File: src/rtl/apb_timer_pkg.sv
// Shared definitions for the APB machine timer: register offsets, CTRL bit
// positions, FSM encoding and the address decoder.
package apb_timer_pkg;

  localparam logic [4:0] OFF_MTIME_LO    = 5'h00;
  localparam logic [4:0] OFF_MTIME_HI    = 5'h04;
  localparam logic [4:0] OFF_MTIMECMP_LO = 5'h08;
  localparam logic [4:0] OFF_MTIMECMP_HI = 5'h0C;
  localparam logic [4:0] OFF_CTRL        = 5'h10;
  localparam logic [4:0] OFF_PRESCALE    = 5'h14;

  localparam int CTRL_EN     = 0;
  localparam int CTRL_IRQ_EN = 1;

  localparam int PRESCALE_W = 16;

  typedef enum logic [1:0] {
    ST_IDLE = 2'd0,
    ST_WAIT = 2'd1,
    ST_RESP = 2'd2
  } apb_state_e;

  // One-hot register select; all-zero means unmapped or misaligned.
  typedef struct packed {
    logic mtime_lo;
    logic mtime_hi;
    logic cmp_lo;
    logic cmp_hi;
    logic ctrl;
    logic prescale;
  } reg_sel_t;

  // Full 5-bit compare, so any nonzero paddr[1:0] falls through to unmapped.
  function automatic reg_sel_t decode_offset(input logic [4:0] off);
    reg_sel_t s;
    s = '0;
    case (off)
      OFF_MTIME_LO:    s.mtime_lo = 1'b1;
      OFF_MTIME_HI:    s.mtime_hi = 1'b1;
      OFF_MTIMECMP_LO: s.cmp_lo   = 1'b1;
      OFF_MTIMECMP_HI: s.cmp_hi   = 1'b1;
      OFF_CTRL:        s.ctrl     = 1'b1;
      OFF_PRESCALE:    s.prescale = 1'b1;
      default:         s = '0;
    endcase
    return s;
  endfunction

endpackage

File: src/rtl/apb_timer_if.sv
// APB bus bundle between the core's initiator and the timer completer.
interface apb_timer_if #(
  parameter int ADDR_W = 8
);
  logic              psel;
  logic              penable;
  logic              pwrite;
  logic [ADDR_W-1:0] paddr;
  logic [31:0]       pwdata;
  logic [31:0]       prdata;
  logic              pready;
  logic              perr;

  modport master (
    output psel, penable, pwrite, paddr, pwdata,
    input  prdata, pready, perr
  );

  modport slave (
    input  psel, penable, pwrite, paddr, pwdata,
    output prdata, pready, perr
  );
endinterface

File: src/rtl/timer_counter.sv
// Prescaled 64-bit mtime counter, mtimecmp register and the registered
// compare that drives the machine timer interrupt.
module timer_counter
  import apb_timer_pkg::*;
(
  input  logic                  clk,
  input  logic                  rst,
  input  logic                  en,
  input  logic                  irq_en,
  input  logic [PRESCALE_W-1:0] prescale,
  input  logic                  wr_mtime_lo,
  input  logic                  wr_mtime_hi,
  input  logic                  wr_cmp_lo,
  input  logic                  wr_cmp_hi,
  input  logic                  wr_prescale,
  input  logic [31:0]           wdata,
  output logic [63:0]           mtime,
  output logic [63:0]           mtimecmp,
  output logic                  irq
);

  logic [PRESCALE_W-1:0] pre_cnt_q;
  logic [63:0]           mtime_q;
  logic [63:0]           cmp_q;
  logic                  irq_q;
  logic                  tick;

  // The counter never exceeds PRESCALE because a PRESCALE write clears it.
  assign tick = en && (pre_cnt_q == prescale);

  // NOTE: every register here uses <= so all of them sample the pre-edge
  // values; a blocking = would let later statements see half-updated state.
  always_ff @(posedge clk) begin
    if (rst) begin
      pre_cnt_q <= '0;
    end else if (wr_prescale) begin
      pre_cnt_q <= '0;
    end else if (en) begin
      pre_cnt_q <= tick ? '0 : pre_cnt_q + PRESCALE_W'(1);
    end
  end

  // A software write to either half wins and drops that cycle's increment,
  // including any carry into the other half.
  always_ff @(posedge clk) begin
    if (rst) begin
      mtime_q <= '0;
    end else if (wr_mtime_lo) begin
      mtime_q[31:0] <= wdata;
    end else if (wr_mtime_hi) begin
      mtime_q[63:32] <= wdata;
    end else if (tick) begin
      mtime_q <= mtime_q + 64'd1;
    end
  end

  // NOTE: mtimecmp resets to all-ones (not zero) so the compare is false out
  // of reset and the interrupt cannot fire before software programs it.
  always_ff @(posedge clk) begin
    if (rst) begin
      cmp_q <= '1;
    end else begin
      if (wr_cmp_lo) cmp_q[31:0]  <= wdata;
      if (wr_cmp_hi) cmp_q[63:32] <= wdata;
    end
  end

  always_ff @(posedge clk) begin
    if (rst) begin
      irq_q <= 1'b0;
    end else begin
      irq_q <= irq_en && (mtime_q >= cmp_q);
    end
  end

  assign mtime    = mtime_q;
  assign mtimecmp = cmp_q;
  assign irq      = irq_q;

endmodule

File: src/rtl/apb_timer.sv
// APB completer for the RISC-V style machine timer: transfer FSM with
// programmable wait states, register decode and the tear-free mtime snapshot.
module apb_timer
  import apb_timer_pkg::*;
#(
  parameter int ADDR_W      = 8,
  parameter int WAIT_STATES = 0,
  parameter int HAS_PENABLE = 1
) (
  input  logic        APB_PCLK,
  input  logic        APB_PRESET,
  apb_timer_if.slave  apb,
  output logic        interrupt
);

  localparam logic [3:0] WAIT_INIT = 4'(WAIT_STATES);

  apb_state_e state_q, state_d;
  logic [3:0] wait_q, wait_d;

  logic setup_ok;
  logic access_ok;

  // Without penable the initiator ties it to psel, so psel alone qualifies both phases.
  assign setup_ok  = apb.psel && ((HAS_PENABLE == 0) || !apb.penable);
  assign access_ok = apb.psel && ((HAS_PENABLE == 0) ||  apb.penable);

  // NOTE: defaults are assigned before the case so no path leaves a signal
  // unassigned, which would otherwise infer a latch.
  always_comb begin
    state_d = state_q;
    wait_d  = wait_q;
    unique case (state_q)
      ST_IDLE: begin
        if (setup_ok) begin
          if (WAIT_STATES == 0) begin
            state_d = ST_RESP;
          end else begin
            state_d = ST_WAIT;
            wait_d  = WAIT_INIT;
          end
        end
      end
      ST_WAIT: begin
        if (!apb.psel) begin
          state_d = ST_IDLE;
        end else if (access_ok) begin
          wait_d = wait_q - 4'd1;
          if (wait_q == 4'd1) state_d = ST_RESP;
        end
      end
      ST_RESP: state_d = ST_IDLE;
      default: state_d = ST_IDLE;
    endcase
  end

  always_ff @(posedge APB_PCLK) begin
    if (APB_PRESET) begin
      state_q <= ST_IDLE;
      wait_q  <= '0;
    end else begin
      state_q <= state_d;
      wait_q  <= wait_d;
    end
  end

  logic     upper_nz;
  reg_sel_t sel;
  logic     addr_err;
  logic     in_resp;
  logic     wr_en;
  logic     rd_lo;

  if (ADDR_W > 5) begin : g_upper
    assign upper_nz = |apb.paddr[ADDR_W-1:5];
  end else begin : g_no_upper
    assign upper_nz = 1'b0;
  end

  assign sel      = upper_nz ? '0 : decode_offset(apb.paddr[4:0]);
  assign addr_err = (sel == '0);
  assign in_resp  = (state_q == ST_RESP);
  assign wr_en    = in_resp && apb.pwrite && !addr_err;
  assign rd_lo    = in_resp && !apb.pwrite && sel.mtime_lo;

  logic [1:0]            ctrl_q;
  logic [PRESCALE_W-1:0] prescale_q;
  logic [31:0]           snap_q;
  logic [63:0]           mtime;
  logic [63:0]           mtimecmp;

  always_ff @(posedge APB_PCLK) begin
    if (APB_PRESET) begin
      ctrl_q     <= '0;
      prescale_q <= '0;
      snap_q     <= '0;
    end else begin
      if (wr_en && sel.ctrl)     ctrl_q     <= apb.pwdata[1:0];
      if (wr_en && sel.prescale) prescale_q <= apb.pwdata[PRESCALE_W-1:0];
      // Reading LO freezes the upper half so a following HI read cannot tear.
      if (rd_lo)                 snap_q     <= mtime[63:32];
    end
  end

  timer_counter u_counter (
    .clk        (APB_PCLK),
    .rst        (APB_PRESET),
    .en         (ctrl_q[CTRL_EN]),
    .irq_en     (ctrl_q[CTRL_IRQ_EN]),
    .prescale   (prescale_q),
    .wr_mtime_lo(wr_en && sel.mtime_lo),
    .wr_mtime_hi(wr_en && sel.mtime_hi),
    .wr_cmp_lo  (wr_en && sel.cmp_lo),
    .wr_cmp_hi  (wr_en && sel.cmp_hi),
    .wr_prescale(wr_en && sel.prescale),
    .wdata      (apb.pwdata),
    .mtime      (mtime),
    .mtimecmp   (mtimecmp),
    .irq        (interrupt)
  );

  logic [31:0] rdata;

  always_comb begin
    rdata = '0;
    if (sel.mtime_lo) rdata = mtime[31:0];
    if (sel.mtime_hi) rdata = snap_q;
    if (sel.cmp_lo)   rdata = mtimecmp[31:0];
    if (sel.cmp_hi)   rdata = mtimecmp[63:32];
    if (sel.ctrl)     rdata = {30'd0, ctrl_q};
    if (sel.prescale) rdata = {{(32 - PRESCALE_W){1'b0}}, prescale_q};
  end

  // rdata is already zero for an unmapped select, so errors return prdata=0.
  assign apb.pready = in_resp;
  assign apb.perr   = in_resp && addr_err;
  assign apb.prdata = in_resp ? rdata : '0;

endmodule

File: src/flat_wrapper.sv
// flat-port wrapper written by rule: the top's interface ports become plain ports
module apb_timer_flat import apb_timer_pkg::*;
#(
  parameter int ADDR_W      = 8,
  parameter int WAIT_STATES = 0,
  parameter int HAS_PENABLE = 1
)
  (APB_PCLK, APB_PRESET, interrupt, apb_psel, apb_penable, apb_pwrite, apb_paddr, apb_pwdata, apb_prdata, apb_pready, apb_perr);
  apb_timer_if #(.ADDR_W(ADDR_W)) apb_i ();
  input  logic APB_PCLK;
  input  logic APB_PRESET;
  output logic interrupt;
  input wire logic [$bits(apb_i.psel)-1:0] apb_psel;
  input wire logic [$bits(apb_i.penable)-1:0] apb_penable;
  input wire logic [$bits(apb_i.pwrite)-1:0] apb_pwrite;
  input wire logic [$bits(apb_i.paddr)-1:0] apb_paddr;
  input wire logic [$bits(apb_i.pwdata)-1:0] apb_pwdata;
  output wire logic [$bits(apb_i.prdata)-1:0] apb_prdata;
  output wire logic [$bits(apb_i.pready)-1:0] apb_pready;
  output wire logic [$bits(apb_i.perr)-1:0] apb_perr;
  assign apb_i.psel = apb_psel;
  assign apb_i.penable = apb_penable;
  assign apb_i.pwrite = apb_pwrite;
  assign apb_i.paddr = apb_paddr;
  assign apb_i.pwdata = apb_pwdata;
  assign apb_prdata = apb_i.prdata;
  assign apb_pready = apb_i.pready;
  assign apb_perr = apb_i.perr;
  apb_timer #(.ADDR_W(ADDR_W), .WAIT_STATES(WAIT_STATES), .HAS_PENABLE(HAS_PENABLE)) u_core (.APB_PCLK(APB_PCLK), .APB_PRESET(APB_PRESET), .apb(apb_i), .interrupt(interrupt));
endmodule
File: config.mk
export PLATFORM = sky130hd
export DESIGN_NAME = apb_timer_flat
export DESIGN_NICKNAME = d
export VERILOG_FILES = /design/src/rtl/apb_timer_pkg.sv /design/src/rtl/apb_timer_if.sv /design/src/rtl/timer_counter.sv /design/src/rtl/apb_timer.sv /design/src/flat_wrapper.sv
export SDC_FILE = /design/constraint.sdc
export NUM_CORES = 1
export LEC_CHECK = 0
export CELL_PAD_IN_SITES_DETAIL_PLACEMENT = 0
export CELL_PAD_IN_SITES_GLOBAL_PLACEMENT = 1
export CORE_ASPECT_RATIO = 0.9
export CORE_MARGIN = 3
export CORE_UTILIZATION = 40
export CTS_CLUSTER_DIAMETER = 50
export DETAILED_ROUTE_END_ITERATION = 8
export HOLD_SLACK_MARGIN = 0.02
export PLACE_DENSITY = 0.81
export SYNTH_ARGS = -nofsm -noshare
export SYNTH_HDL_FRONTEND = slang
export SYNTH_HIERARCHICAL = 1
export SYNTH_SLANG_ARGS = --single-unit
File: constraint.sdc
create_clock -name APB_PCLK -period 9.4 [get_ports APB_PCLK]
set_input_delay 2.35 -clock APB_PCLK [delete_from_list [all_inputs] [get_ports APB_PCLK]]
set_output_delay 2.35 -clock APB_PCLK [all_outputs]
set_load 0.02 [all_outputs]
# Word-level counts from Yosys, hierarchy flattened
# Cells that the tools add are included.
[word_totals]
in_bits = 45
out_inout_bits = 35
register_bits = 201
[classes]
add_sub_neg = 3
reduce_logical = 29
n_bitwise = 1
muxes = 24
eq_ne = 13
order_cmp = 1
[op_table]
columns = ["operator", "count"]
rows = [
  ["32-bit 2-to-1 mux", 10],
  ["64-bit by 1-bit adder with 64-bit output, second input constant", 1],
  ["64-bit greater-or-equal comparator", 1],
  ["64-bit 2-to-1 mux", 1],
  ["16-bit by 1-bit adder with 16-bit output, second input constant", 1],
  ["16-bit == test", 1],
  ["16-bit 2-to-1 mux", 1],
  ["1-bit logical AND", 15],
  ["5-bit by 4-bit == test with 1-bit output, second input constant", 2],
  ["5-bit == test, second input constant", 2],
  ["2-bit 2-to-1 mux", 4],
  ["6-bit logical NOT", 1],
  ["1-bit 2-to-1 mux", 6],
  ["6-bit 2-to-1 mux", 1],
  ["3-bit by 2-bit != test with 1-bit output, second input constant", 2],
  ["3-bit AND reduction", 2],
  ["5-bit by 3-bit == test with 1-bit output, second input constant", 1],
  ["5-bit logical NOT", 1],
  ["4-bit by 1-bit == test with 1-bit output, second input constant", 1],
  ["2-bit one-hot mux with 2 select lines", 1],
  ["2-bit AND reduction", 2],
  ["2-bit nonzero test", 2],
  ["4-bit by 1-bit subtractor with 4-bit output, second input constant", 1],
  ["1-bit logical NOT", 3],
  ["8 further kinds", 8],
]

# Longest topological paths before layout
[logic_depth]
word_depth = 10
mapped_depth = 13

# Modules after synthesis
# Netlist, hierarchy kept.
[by_module_without_submodules]
columns = ["module", "instances", "cells_per_inst", "area_per_inst_um2", "seq_area_each_um2"]
rows = [
  ["timer_counter", 1, 1090, 8697.1, 2902.8],
  ["apb_timer", 1, 404, 3074.2, 1021.0],
]

# Worst setup path before layout
# Ideal clock, no wire load.
[synth_path]
kind = "input port to output port"
start = "input port apb_paddr[2]"
end = "output port apb_prdata[19]"
cell_stages = 5
slack_ns = 2.994
t_arrival_ns = 4.056
n_path_buf = 3
cell_sequence = "clkbuf_1 buf_1 clkbuf_1 a211oi_1 nor4_1"
[synth_via]
elab_chain_len = 10
elab_cells_between_ends = 20
[synth_rtl]
columns = ["element", "line", "source"]
rows = [
  ["from (decl)", "flat_wrapper.sv:16", "input wire logic [$bits(apb_i.paddr)-1:0] apb_paddr;"],
  ["5-bit logical NOT", "apb_timer_pkg.sv:37", "case (off)"],
  ["1-bit 2-to-1 mux", "apb_timer_pkg.sv:37", ""],
  ["6-bit 2-to-1 mux (*)", "apb_timer.sv:80", "assign sel = upper_nz ? '0 : decode_offset(apb.paddr[4:0]);"],
  ["32-bit 2-to-1 mux", "apb_timer.sv:126", "if (sel.mtime_lo) rdata = mtime[31:0];"],
  ["32-bit 2-to-1 mux", "apb_timer.sv:127", "if (sel.mtime_hi) rdata = snap_q;"],
  ["32-bit 2-to-1 mux", "apb_timer.sv:128", "if (sel.cmp_lo) rdata = mtimecmp[31:0];"],
  ["32-bit 2-to-1 mux", "apb_timer.sv:129", "if (sel.cmp_hi) rdata = mtimecmp[63:32];"],
  ["32-bit 2-to-1 mux", "apb_timer.sv:130", "if (sel.ctrl) rdata = {30'd0, ctrl_q};"],
  ["32-bit 2-to-1 mux (*)", "apb_timer.sv:131", "if (sel.prescale) rdata = {{(32 - PRESCALE_W){1'b0}}, prescale_q};"],
  ["32-bit 2-to-1 mux (*)", "apb_timer.sv:137", "assign apb.prdata = in_resp ? rdata : '0;"],
  ["to (decl)", "flat_wrapper.sv:18", "output wire logic [$bits(apb_i.prdata)-1:0] apb_prdata;"],
]
# Mark *: on every way between the ends. The rest lies on a longest branch, timed or not.

# Final worst setup path
[layout_path]
start = "input port apb_paddr[1]"
end = "output port apb_prdata[10]"
# Same word-level chain as after synthesis.

==> flow_summary.yaml <==
run_status:
  status: "finished, final reports clean"
cells_and_area:
  drive_above_1_share_pct: 6.19
  layout_commonest_cell: "nand2_1"
  nets: 1617
  syn_to_final_growth_pct: 14.0
  diodes: 0
  design_area_mm2: 0.0134
  final_cell_mix: "245 x nand2_1, 196 x dfxtp_1, 109 x a21oi_1"
worst_hold_path:
  hold_path.class: "reg2reg"
  hold_path_depth: 2
yosys:
  yosysWarnings: 6
  synth_flop_cell: "dfxtp_1"
  yosys_register_bits: 196
  yosys-top-cells-area: "dfxtp_1 33%, nand2_1 7.8%, ha_1 7.0%"
  ys_types: 77
  syn_inst: 1494
  ys_seq_area_share_pct: 33.3
  ys_async_sr_fraction_pct: 0
  synth_edf_count: 0
  synth_fp_nets: 1605
  synth_top_area_share_pct: 33.3
  syn-cell-area_mm2: 0.0118
  post-synth-top-area-cell: "dfxtp_1"
  synth_area_per_cell_um2: 7.88
timing:
  tightest_slew_ns: 1.11
  drv_slew: 0
  finalSetupViolCount: 0
  hold_viol: 0
  fin_ws_ns: 1.80
  period_needed_ns: 7.60
  timing.hold.ws_ns: 0.465
  max_freq_ghz: 0.132
  final.setup.tns_ns: 0
  skew_ns: 0.0213
  post-route-period-util_pct: 80.8
  slew_headroom_pct: 26.3
  rsz0062_at_grt: "no"
routing:
  dr.first_iter.drc_count: 1225
  ant_nets: 0
  drcViolationCount: 0
  routed_wl_mm: 42.2
  drt_pass1_iterations: 7
  viasPerCell: 6.07
  num_vias: 11600
  wl_per_cell_um: 22.1
placement:
  dp_hpwl_mm: 30.0
  dpl_worst_slack_ns: 1.86
  dpl-instance-area_mm2: 0.0128
  place.port_buffers: 79
  routabilityCongestion: 0.892
clock_tree:
  clk_path_buf_depth: 2
  cts_tree: "done"
  cts_inserted_buffers: 17
  postCtsHoldBufs: 0
  clk_latency_ns: 0.46
  h-tree-depth: 4
  cts_root_buf: "clkbuf_16"
  cts_resized: 0
  cts.sinks: 196
  cts_setup_buffers: 0
  clkTransAtPathRegs_ns: 0.08
setup_path:
  crit_path_max_fanout: 14
  reg2reg_depth: 11
  cp_data_arrival_time_ns: 5.25
  worstSetupPathType: "in2out"
  cp_common_cell: "clkdlybuf4s50_1"
  cpPeakStageDelay_ns: 0.84
  worstPathRequired_ns: 7.05
  critPathLaunchType: "input pin"
  crit_path_end_kind: "output port"
  path_cells: "clkdlybuf4s50_1 -> nor4_2 -> nand2_1 -> nor2_1 -> o2bb2ai_1 -> clkdlybuf4s50_1"
  cp_slowest_cell: "nor2_1"
pwr:
  p_per_area_mw_per_mm2: 129
  p_clk_share_pct: 46.4
  max-vdd-ir-drop_mv: 0.119
  leakagePower_uw: 0.00506
  comb_power_share_pct: 5.5
  power.total_uw: 1730
  swShare_pct: 27.3
  internal-power_uw: 1260
  p_sw_uw: 472
  seq_power_share_pct: 48.1
floorplanning:
  start_util_pct: 41.4
  die_h_um: 169
  ios: 80
  die_area_mm2: 0.0315
  core_area_mm2: 0.0284
  rows: 58
  die_w_um: 187
global_routing:
  grt_overflow_total: 0
  grt_pass1_vias: 10600
  grt_first_pass_wirelength_mm: 63.7
  grt_start_max_net_pins: 68
  antenna_found_initial: 0
  gr-usage-all-layers_pct: 26.1
job:
  max_cap_violations: 0
==> sequential cells by signal, summed over array words and instances (netlist names) <==
name / count
u_core/u_counter/irq: 1
u_core/u_counter/pre_cnt_q: 16
u_core/u_counter/mtime: 64
u_core/state_q: 1
u_core/prescale_q: 16
u_core/u_counter/mtimecmp: 64
u_core/snap_q: 32
u_core/ctrl_q: 2
==> worst max-delay path: cells and delay by family <==
| family | cells | cell delay, ns |
|---|---|---|
| simple gates | 3 | 1.64 |
| compound gates | 1 | 0.19 |
| buf+inv | 2 | 1.06 |
==> cell usage after synthesis, types with 15 or more instances <==
| cell type | instances |
|---|---|
| nor4_1 | 29 |
| inv_1 | 82 |
| a311oi_1 | 16 |
| dfxtp_1 | 196 |
| and4_1 | 15 |
| nor2b_1 | 35 |
| xor2_1 | 23 |
| nand4_1 | 33 |
| o211ai_1 | 65 |
| a21oi_1 | 109 |
| nor2_1 | 90 |
| a211o_1 | 16 |
| nand3_1 | 31 |
| nand2_1 | 245 |
| o21ai_0 | 54 |
| a211oi_1 | 28 |
| and3_1 | 20 |
| nor3_1 | 23 |
| clkbuf_1 | 80 |
| ha_1 | 66 |
==> metrics by stage <==
stage | utilization, % | instances
2_1_floorplan | - | 1494
6_report | 47.2 | 1909
3_5_place_dp | 44.9 | 1877
5_1_grt | 47.2 | 1909
4_1_cts | 47.2 | 1909
3_3_place_gp | 44.9 | 1877
==> cell families after synthesis <==
logic type                 Yosys count  share of synthesized area, %
and+or+nand+nor                    595                          25.5
AOI/OAI and AO/OA                  402                          23.5
DFF                                196                          33.3
buffers and inverters              186                          6.28
adders and majority gates           66                          7.02
xor gates and xnor gates            33                          2.46
muxes                               16                          1.90
==> final timing paths <==
path	slack [ns]	to	from
worst min-delay path	0.47	u_core/snap_q[22]	u_core/snap_q[22]
worst min register to register	0.47	u_core/snap_q[22]	u_core/snap_q[22]
worst max register to register	5.96	u_core/u_counter/mtime[58]	u_core/state_q[1]
worst max-delay path	1.80	apb_prdata[10]	apb_paddr[1]
==> per-layer routing <==
layer  GRT usage, %  share of wire [%]  vias up
met1           37.5                 45     5557
met2           39.5                 44      511
met3           6.42                9.6       41
met5              0                  0        -
li1               -                  -     5486
met4           6.38                2.1        0
==> power groups by stage <==
stage	clock network (uW)	registers (uW)	logic (uW)
6_report	802	831	95.4
5_1_grt	842	831	99.2
4_1_cts	811	831	93.3
3_5_place_dp	0	850	93.1
3_3_place_gp	0	850	92.5
2_1_floorplan	0	850	38.5
==> area by class of cell <==
cell class,count,area (um2)
inverters,83,312
multi-input cells,1112,7140
clock inverters,15,220
repair buffers,96,906
flip-flops and latches,196,3920
well taps,390,488
fillers,2858,15000
clock buffers,17,425
No activity file was read; power rests on OpenSTA's default activity.
